--- config.mk ---
export PLATFORM = sky130hd
export DESIGN_NAME = stopwatch_ctrl
export DESIGN_NICKNAME = d
export VERILOG_FILES = /design/src/rtl/stopwatch_ctrl.sv
export SDC_FILE = /design/constraint.sdc
export NUM_CORES = 1
export LEC_CHECK = 0
export CAP_MARGIN = 5
export CORE_UTILIZATION = 54
export DETAILED_ROUTE_END_ITERATION = 12
export GPL_TIMING_DRIVEN = 0
export PLACE_DENSITY_LB_ADDON = 0.2
export REMOVE_ABC_BUFFERS = 1
export SKIP_LAST_GASP = 1
export SLEW_MARGIN = 20
export SYNTH_ARGS = -nofsm -noshare
export SYNTH_HDL_FRONTEND = slang
export SYNTH_SLANG_ARGS = --single-unit
--- constraint.sdc ---
create_clock -name clk -period 2.2 [get_ports clk]
set_clock_uncertainty 0.1 [all_clocks]
set_input_delay 0.44 -clock clk [delete_from_list [all_inputs] [get_ports clk]]
set_output_delay 0.44 -clock clk [all_outputs]
set_load 0.02 [all_outputs]
--- src/rtl/stopwatch_ctrl.sv ---
// Run/pause/lap/clear sequencer and count-tick prescaler for the stopwatch counter chain.
// Optional lap view is enabled by defining STOPWATCH_LAP_EN.
module stopwatch_ctrl #(
   parameter int DIV = 100000
) (
   input  logic       clk,
   input  logic       rst_n,
   input  logic       start_stop,
   input  logic       lap,
   input  logic       clear,
   input  logic       chain_tc,
   output logic       cnt_en,
   output logic       cnt_clr,
   output logic       freeze,
   output logic       running,
   output logic       ovf,
   output logic [1:0] state
);

   localparam int PW = (DIV > 1) ? $clog2(DIV) : 1;

   typedef enum logic [1:0] {
      IDLE  = 2'd0,
      RUN   = 2'd1,
      PAUSE = 2'd2,
      LAP   = 2'd3
   } state_t;

   state_t          state_r;
   state_t          state_nxt_s;
   logic [PW-1:0]   pre_r;
   logic [PW-1:0]   pre_nxt_s;
   logic            ss_q_r;
   logic            clr_q_r;
   logic            cnt_en_r;
   logic            cnt_clr_r;
   logic            freeze_r;
   logic            running_r;
   logic            ovf_r;
   logic            ovf_nxt_s;
   logic            tick_s;
   logic            clr_pulse_s;
   logic            active_s;
   logic            ev_ss_s;
   logic            ev_clr_s;
   logic            ev_lap_s;

   assign ev_ss_s  = start_stop & ~ss_q_r;
   assign ev_clr_s = clear & ~clr_q_r;

`ifdef STOPWATCH_LAP_EN
   logic lap_q_r;
   assign ev_lap_s = lap & ~lap_q_r;

   // Lap button edge register.
   always_ff @(posedge clk) begin
      if (!rst_n) begin
         lap_q_r <= 1'b0;
      end else begin
         lap_q_r <= lap;
      end
   end
`else
   logic unused_lap_s;
   assign unused_lap_s = lap;
   assign ev_lap_s     = 1'b0;
`endif

   assign active_s = (state_r == RUN) || (state_r == LAP);

   // Next-state, prescaler and pulse decode; the prescaler acts on the current state, so a wrap
   // coinciding with a pause still produces its tick.
   always_comb begin
      state_nxt_s = state_r;
      pre_nxt_s   = pre_r;
      ovf_nxt_s   = ovf_r;
      tick_s      = 1'b0;
      clr_pulse_s = 1'b0;

      if (active_s) begin
         if (pre_r == PW'(DIV - 1)) begin
            pre_nxt_s = {PW{1'b0}};
            tick_s    = 1'b1;
         end else begin
            pre_nxt_s = pre_r + PW'(1);
         end
      end else begin
         pre_nxt_s = pre_r;
      end

      // Only the highest-priority event is considered; if the state ignores it, nothing happens.
      case (state_r)
         IDLE: begin
            if (ev_clr_s) begin
               clr_pulse_s = 1'b1;
            end else if (ev_ss_s) begin
               state_nxt_s = RUN;
               pre_nxt_s   = {PW{1'b0}};
            end else begin
               state_nxt_s = IDLE;
            end
         end
         RUN: begin
            if (chain_tc) begin
               state_nxt_s = PAUSE;
               ovf_nxt_s   = 1'b1;
            end else if (ev_clr_s) begin
               state_nxt_s = RUN;
            end else if (ev_ss_s) begin
               state_nxt_s = PAUSE;
            end else if (ev_lap_s) begin
               state_nxt_s = LAP;
            end else begin
               state_nxt_s = RUN;
            end
         end
         LAP: begin
            if (chain_tc) begin
               state_nxt_s = PAUSE;
               ovf_nxt_s   = 1'b1;
            end else if (ev_clr_s) begin
               state_nxt_s = LAP;
            end else if (ev_ss_s) begin
               state_nxt_s = PAUSE;
            end else if (ev_lap_s) begin
               state_nxt_s = RUN;
            end else begin
               state_nxt_s = LAP;
            end
         end
         PAUSE: begin
            if (ev_clr_s) begin
               state_nxt_s = IDLE;
               clr_pulse_s = 1'b1;
               ovf_nxt_s   = 1'b0;
               pre_nxt_s   = {PW{1'b0}};
            end else if (ev_ss_s) begin
               state_nxt_s = RUN;
            end else begin
               state_nxt_s = PAUSE;
            end
         end
         default: begin
            state_nxt_s = IDLE;
            pre_nxt_s   = {PW{1'b0}};
         end
      endcase
   end

   // State, prescaler, edge registers and registered outputs.
   always_ff @(posedge clk) begin
      if (!rst_n) begin
         state_r   <= IDLE;
         pre_r     <= {PW{1'b0}};
         ss_q_r    <= 1'b0;
         clr_q_r   <= 1'b0;
         cnt_en_r  <= 1'b0;
         cnt_clr_r <= 1'b0;
         freeze_r  <= 1'b0;
         running_r <= 1'b0;
         ovf_r     <= 1'b0;
      end else begin
         state_r   <= state_nxt_s;
         pre_r     <= pre_nxt_s;
         ss_q_r    <= start_stop;
         clr_q_r   <= clear;
         cnt_en_r  <= tick_s;
         cnt_clr_r <= clr_pulse_s;
         freeze_r  <= (state_nxt_s == LAP);
         running_r <= (state_nxt_s == RUN) || (state_nxt_s == LAP);
         ovf_r     <= ovf_nxt_s;
      end
   end

   assign cnt_en  = cnt_en_r;
   assign cnt_clr = cnt_clr_r;
   assign freeze  = freeze_r;
   assign running = running_r;
   assign ovf     = ovf_r;
   assign state   = state_r;

endmodule

; ---- Word-level counts from Yosys, hierarchy flattened
; Index checks and enable logic that the tools add are counted.
[word_totals]
word_cells = 53
mem_bits_ro = 0
latch_bits = 0
memories = 0
ff_bits = 26
ramBits = 0
[op_classes]
magnitude_cmp = 0
bitwise_logic = 4
n_eq_ne = 8
shifts = 0
div_mod_pow = 0
muxes = 22
add_sub_neg = 1
n_mul = 0
reduce_logical = 9
[op_table]
columns = operator, n
row1 = 17-bit two-way mux, 5
row2 = 17-bit one-hot mux with 2 select lines, 1
row3 = 17-bit by 1-bit adder with 17-bit output (second input constant), 1
row4 = 17-bit equality test (second input constant), 1
row5 = 2-bit two-way mux, 6
row6 = 1-bit two-way mux, 8
row7 = 2-bit one-hot mux with 4 select lines, 1
row8 = 2-bit equality test (second input constant), 3
row9 = 2-bit by 1-bit equality test with 1-bit output (second input constant), 2
row10 = 2-bit AND reduction, 2
row11 = 2-bit OR reduction, 2
row12 = 3-bit AND reduction, 1
row13 = 1-bit bitwise AND, 2
row14 = 2-bit logical NOT, 1
row15 = 1-bit logical OR, 2
row16 = 2-bit by 1-bit inequality test with 1-bit output (second input constant), 1
row17 = 2-bit inequality test (second input constant), 1
row18 = 1-bit NOT, 2
row19 = 1-bit one-hot mux with 2 select lines, 1
row20 = 2-bit nonzero test, 1

; ---- Depth between registers and ports, before layout
; Gate-level depths: netlist of run 1.
[logic_depth]
ltp_word = 8
ltp_mapped = 6
ltp_nobuf = 5

; ---- Worst setup path before layout of run 1
; No wires, ideal clock.
[synth_timing]
path_type = register to register
from = register running (netlist name)
to = register pre_r[15]
setup_slack_ps = 294
arrival_ps = 1725
required_ps = 2020
stages_incl_launch_ff = 6
synth_period_minus_slack_ps = 1906
n_path_buf = 1
path_cell_list = dfxtp_1 > buf_4 > nand4_2 > or3_4 > or3_1 > a211oi_2
[synth_rtl]
columns = item, line
row1 = end signal: assignment, 154  ; pre_r <= {PW{1'b0}};
row2 = end signal: assignment, 164  ; pre_r <= pre_nxt_s;
row3 = end: declaration, 31  ; logic [PW-1:0] pre_r;

; ---- Final worst setup path of run 1
[layout_timing]
from = register running_r, in the netlist running
to = output port running
[layout_rtl]
columns = item, line
row1 = start: declaration, 38  ; logic running_r;
row2 = start signal: assignment, 170  ; running_r <= (state_nxt_s == RUN) || (state_nxt_s == LAP);
row3 = end: declaration, 15  ; output logic running,
; No word-level cell between the ends.

==> results of run 1 <==
==> worst reg2reg max path, delay by kind of cell, from the launching register on <==
family	cells	cell delay [ns]
and+or+nand+nor	3	0.97
DFF	1	0.43
adders and majority gates	1	0.25
AOI/OAI and AO/OA	1	0.24
==> per-layer routing <==
layer,vias to the layer above,GRT usage (%),part of all wire [%]
met5,-,0,0
met2,13,38.1,51
met4,0,8.33,0.92
met3,4,3.12,1.7
met1,506,27.8,46
li1,516,-,-
==> cell type report <==
class | count | area [sq um] | share of cell area, %
multi-input combinational | 103 | 666 | 48.7
sequential | 25 | 502 | 36.7
timing repair buffer | 12 | 130 | 9.52
tap | 27 | 33.8 | 2.47
clock buffer | 3 | 22.5 | 1.65
inverter | 2 | 7.51 | 0.549
clock inverter | 1 | 5.00 | 0.366
==> report_power, final <==
part	internal (W)	switching (W)	total (W)
combinational	0.0000348	0.0000404	0.0000752
sequential	0.000460	0.0000103	0.000470
clock	0.0000679	0.000132	0.000200
total	0.000563	0.000182	0.000745
==> placed cells by master, fill, tap and decap left out, types with 5 or more instances in the layout <==
cell type        Yosys  final
or3_1                6      6
nor3_1              15     15
nand3_1              5      5
clkdlybuf4s50_1      0     11
nand2_1             12     12
xnor2_1              8      8
a21oi_1              5      5
dfxtp_1             25     24
nor4_1               5      5
==> worst min-delay path by stage <==
stage                     slack (ns)     start  depth (start not counted)        to
after floorplan                 0.39  pre_r[1]                          2  pre_r[1]
after global placement          0.39       ovf                          2       ovf
after detailed placement        0.40       ovf                          2       ovf
after CTS                       0.43  pre_r[1]                          2  pre_r[1]
after global routing            0.44  pre_r[1]                          2  pre_r[1]
final                           0.42       ovf                          2       ovf
==> kinds of logic (layout without fill, tap and decap cells) <==
group | count (synthesis) | count (layout)
fa+ha+maj | 1 | 1
simple gates | 74 | 74
compound gates | 17 | 17
buf+inv | 9 | 18
flops | 25 | 25
xor+xnor | 11 | 11
==> what timing repair did <==
item,4_1_cts,5_1_grt
buffers inserted,0,1
endpoints found under the hold margin,0,0
endpoints found under the setup margin,3,2
pin swaps,0,1
hold buffers,0,0
resized for setup,1,0
==> flip-flops by register name, summed over array words and instances (netlist names) <==
signal   flops
pre_r       17
clr_q_r      1
cnt_clr      1
cnt_en       1
freeze       1
ovf          1
running      1
ss_q_r       1
state        1
==> per-stage QoR <==
stage | worst slack [ns] | power (W) | TNS [ns] | hold WS [ns]
final | 0.0974 | 0.000745 | 0 | 0.425
after global routing | 0.00969 | 0.000779 | 0 | 0.441
after CTS | 0.0833 | 0.000745 | 0 | 0.433
after detailed placement | -0.254 | 0.000545 | -3.27 | 0.403
after global placement | -0.215 | 0.000543 | -2.92 | 0.390
after floorplan | -0.0563 | 0.000515 | -0.0563 | 0.386
==> flow_summary.ini, run 1 <==
[setup_path]
worstSetupStartpointType = flop
critPathMaxFanout = 20
arrival_ns = 1.56
cp.depth = 1
reg2reg_slack_ns = 0.12
crit_path_end = running
cpMaxStageDelayCell = clkdlybuf4s50_1
critical_path_class = flop to primary output
critPathBufInv = 1
r2r_start = pre_r[0]
cp_top_family = buffers and inverters
end_kind = primary output
r2r_end = pre_r[16]
reg2reg_depth = 5
crit_required_ns = 1.66
cpPeakStageDelay_ns = 0.68
crit_chain = clkdlybuf4s50_1
worstSetupStartpoint = running

[synth]
synth_seq_cells = 25
synth.most_common_cell = dfxtp_1
ys_top_cells_by_count = dfxtp_1 (25), nor3_1 (15), nand2_1 (12), xnor2_1 (8), or3_1 (6)
synth_cell_types = 37
syn_inst = 137
synth_compound_gate_area_share_pct = 9.51
synthArstFlopShare_pct = 0
synth_top_family_by_area = simple AND/OR/NAND/NOR gates
yosys-top-cells-area = dfxtp_1 (41%), nor3_1 (6.2%), xnor2_1 (5.8%), nand2_1 (3.7%), or3_1 (3.1%)
synthAdderAreaFrac_pct = 1.03
synth_top_area_cell = dfxtp_1
synth_top_cell_area_share_pct = 41.4
netlist_area_sq_um = 1210
yosys.area_share.simple_pct = 36.5
synth_edf_count = 0
seq_area_frac_synth_pct = 41.4
postSynthAreaPerCell_sq_um = 8.83
synth_warnings = 0
synthMuxAreaShare_pct = 0
synth-xor-area-share_pct = 7.96
synth_top_flop_cell = dfxtp_1

[grt]
grt_max_degree = 21
grt.overflow.total = 0
grt_pass1_wl_microns = 4240
grt_pass1_vias = 969
antenna_found_initial = 0
track_usage_pct = 22.2

[routing]
ant_nets = 0
routed_wl_microns = 2400
dr.pass1.iters = 4
drt_iter0_drc = 22
post_drt_via_cell_ratio = 6.01
drc = 0
num_vias = 1039
wl_per_cell_microns = 13.9

[power]
peakVddDrop_mv = 0.335
p_per_area_nw_per_um2 = 545
p_leak_nw = 0.421

[floorplanning]
fp.dieW_microns = 49.3
rows = 16
boundaryPins = 13
core_sq_um = 2040
die-area_sq_um = 2430
die_y_microns = 49.3
start_util_pct = 59.3

[timing]
max_slew_margin_pct = 64.9
clock.fmax_mhz = 476
setup_viol = 0
finalCritPeriodShare_pct = 95.6
slew_viol_final = 0
tightest_slew_ns = 0.524
rsz0062_at_grt = no
min_period_ns = 2.10
hold_violations = 0

[min_path]
hold_path.class = flop to flop

[clocking]
cts_made_buffers = 3
cts_max_path_buffers = 2
htree_levels = 1
clk_latency_ns = 0.31
root_buffer = clkbuf_4
path_clk_slew_ns = 0.13
cts_sinks = 25
cts_tree = yes

[finish]
synthToLayoutAreaGrowth_pct = 12.9
antenna_cells = 0
drive_gt1_share_pct = 10.3
utilization_pct = 66.9
final_nets = 154
fillCellCount = 190
final_cells = 173
stdcell_area_sq_um = 1370

[place]
place.gp.congestion = 0.830
post_dp_cell_area_sq_um = 1320
port_buffers = 11
place_hpwl_microns = 1720
placed_cells = 168

[run]
drv_cap = 0

[status]
status = finished clean
No activity file was read; power rests on OpenSTA's default activity.
==> run 2, diff against run 1 <==
Settings changed: CORE_UTILIZATION 54 to 60, DONT_BUFFER_PORTS from default to 1.
==> run 2 against run 1 <==
Sequential cell count is the same. Non-clock buffer count is 12 lower. Register-to-register slack improved by 0.04 ns. Design area decreased by 9.3%. Fmax grew 3.1%. Sequential share of layout area is 4.0 points higher. Global-route usage is 1.4 points higher. Total power fell by 2.6%. Worst setup slack better by 0.063 ns. Critical path type is now flop to flop. Critical endpoint is now pre_r[16].
==> flow_summary.ini, run 2 (synthesized netlist as in run 1, its figures left out) <==
[timing]
clock.fmax_mhz = 490
holdWs_ns = 0.121
rsz0062_at_grt = no
slew_viol_final = 0
fin_ws_ns = 0.160
finalCritPeriodShare_pct = 92.7
max_slew_margin_pct = 54.2
setup_viol = 0
min_period_ns = 2.04
hold_violations = 0
tightest_slew_ns = 0.688

[floorplanning]
core_sq_um = 1800
start_util_pct = 67.2
die_y_microns = 46.9
fp.dieW_microns = 46.9
rows = 15
boundaryPins = 13
die-area_sq_um = 2200

[grt]
grt_pass1_wl_microns = 3610
grt_max_degree = 21
grt_pass1_vias = 869
grt.overflow.total = 0
track_usage_pct = 23.5
antenna_found_initial = 0

[routing]
dr.pass1.iters = 4
drt-met1-wl_microns = 1020
routed_wl_microns = 2260
post_drt_via_cell_ratio = 6.33
ant_nets = 0
drt_iter0_drc = 32
drc = 0
wl_per_cell_microns = 14.2
num_vias = 1006
wl_met3_microns = 76
top_layer = met4
met2_length_microns = 1110

[setup_path]
arrival_ns = 2.18
crit_required_ns = 2.34
critical_path_class = flop to flop
critPathMaxFanout = 5
critPathBufInv = 0
cpPeakStageDelay_ns = 0.44
worstSetupStartpointType = flop
end_kind = flop
cp_top_family = simple AND/OR/NAND/NOR gates
crit_path_frequent_cell = or3_1
cpMaxStageDelayCell = or3_1
crit_chain = ha_1 > nand3_2 > or3_1 > or3_1 > a211oi_1

[clocking]
clk_latency_ns = 0.33
cts_sinks = 25
cts_made_buffers = 3
cts_tree = yes
holdBufCountCts = 0
cts_max_path_buffers = 2
root_buffer = clkbuf_4
path_clk_slew_ns = 0.14
htree_levels = 1
cts_setup_buffers = 0
cts-resized-gates = 1

[power]
p_leak_nw = 0.369
peakVddDrop_mv = 0.482
power_w = 0.000725
p_per_area_nw_per_um2 = 586

[finish]
antenna_cells = 0
synthToLayoutAreaGrowth_pct = 2.38
top_register = pre_r
largest_reg_flops = 17
drive_gt1_share_pct = 10.4
mostFrequentLayoutCell = dfxtp_1
mostFrequentLayoutCells = dfxtp_1 (24), nor3_1 (15), nand2_1 (12), xnor2_1 (8), or3_1 (6)
final_nets = 142

[min_path]
hold_path.class = input pin to flop

[place]
place.gp.congestion = 0.888
place_hpwl_microns = 1620
port_buffers = 0
pre_cts_slack_ns = -0.308

[run]
drv_cap = 0

[status]
status = finished clean
[run 2: cell types whose count changed in the layout (fill, tap and decap cells not counted), sizes merged]
cell | previous run | this run
buf | 1 | 0
clkdlybuf4s50 | 11 | 0
clkinvlp | 0 | 1
clkinv | 2 | 1
[run 2: worst reg2reg max path: stages (launching register included)]
cell,delay [ns]
dfxtp_1,0.43
ha_1,0.25
nand3_2,0.13
or3_1,0.44
or3_1,0.36
a211oi_1,0.25
[run 2: power breakdown]
| part | total, W | internal [W] | switching [W] |
|---|---|---|---|
| Sequential | 0.000476 | 0.000460 | 0.0000163 |
| Clock | 0.000210 | 0.0000696 | 0.000140 |
| Combinational | 0.0000398 | 0.0000129 | 0.0000269 |
[run 2: worst paths after layout]
kind / from / to / slack (ns) / cells past startpoint
setup / recovery: pre_r[0] / pre_r[16] / 0.16 / 5
hold / removal: clear / clr_q_r / 0.12 / 1
setup reg to reg: pre_r[0] / pre_r[16] / 0.16 / 5
hold reg to reg: pre_r[1] / pre_r[1] / 0.44 / 2
[run 2: through the flow]
stage	util [%]	cells	area, sq um	setup TNS (ns)
floorplan	-	130	1170	-0.0563
global placement	66.9	155	1200	-0.557
detailed placement	66.9	155	1200	-0.654
CTS	68.6	159	1240	0
global route	68.8	159	1240	0
finish	68.8	159	1240	0
[run 2: layout make-up]
cell class	instances	area [sq um]
clock buffer	3	22.5
clock inverter	1	7.51
fill	160	563
inverter	2	7.51
multi-input combinational	103	666
sequential	25	504
tap	25	31.3
[run 2: metal layers]
metal / global-route usage, % / vias to the layer above
met2: 40.8 / 17
met1: 27.7 / 491
met4: 12.0 / 0
li1: - / 493
met3: 4.23 / 5
met5: 0 / -
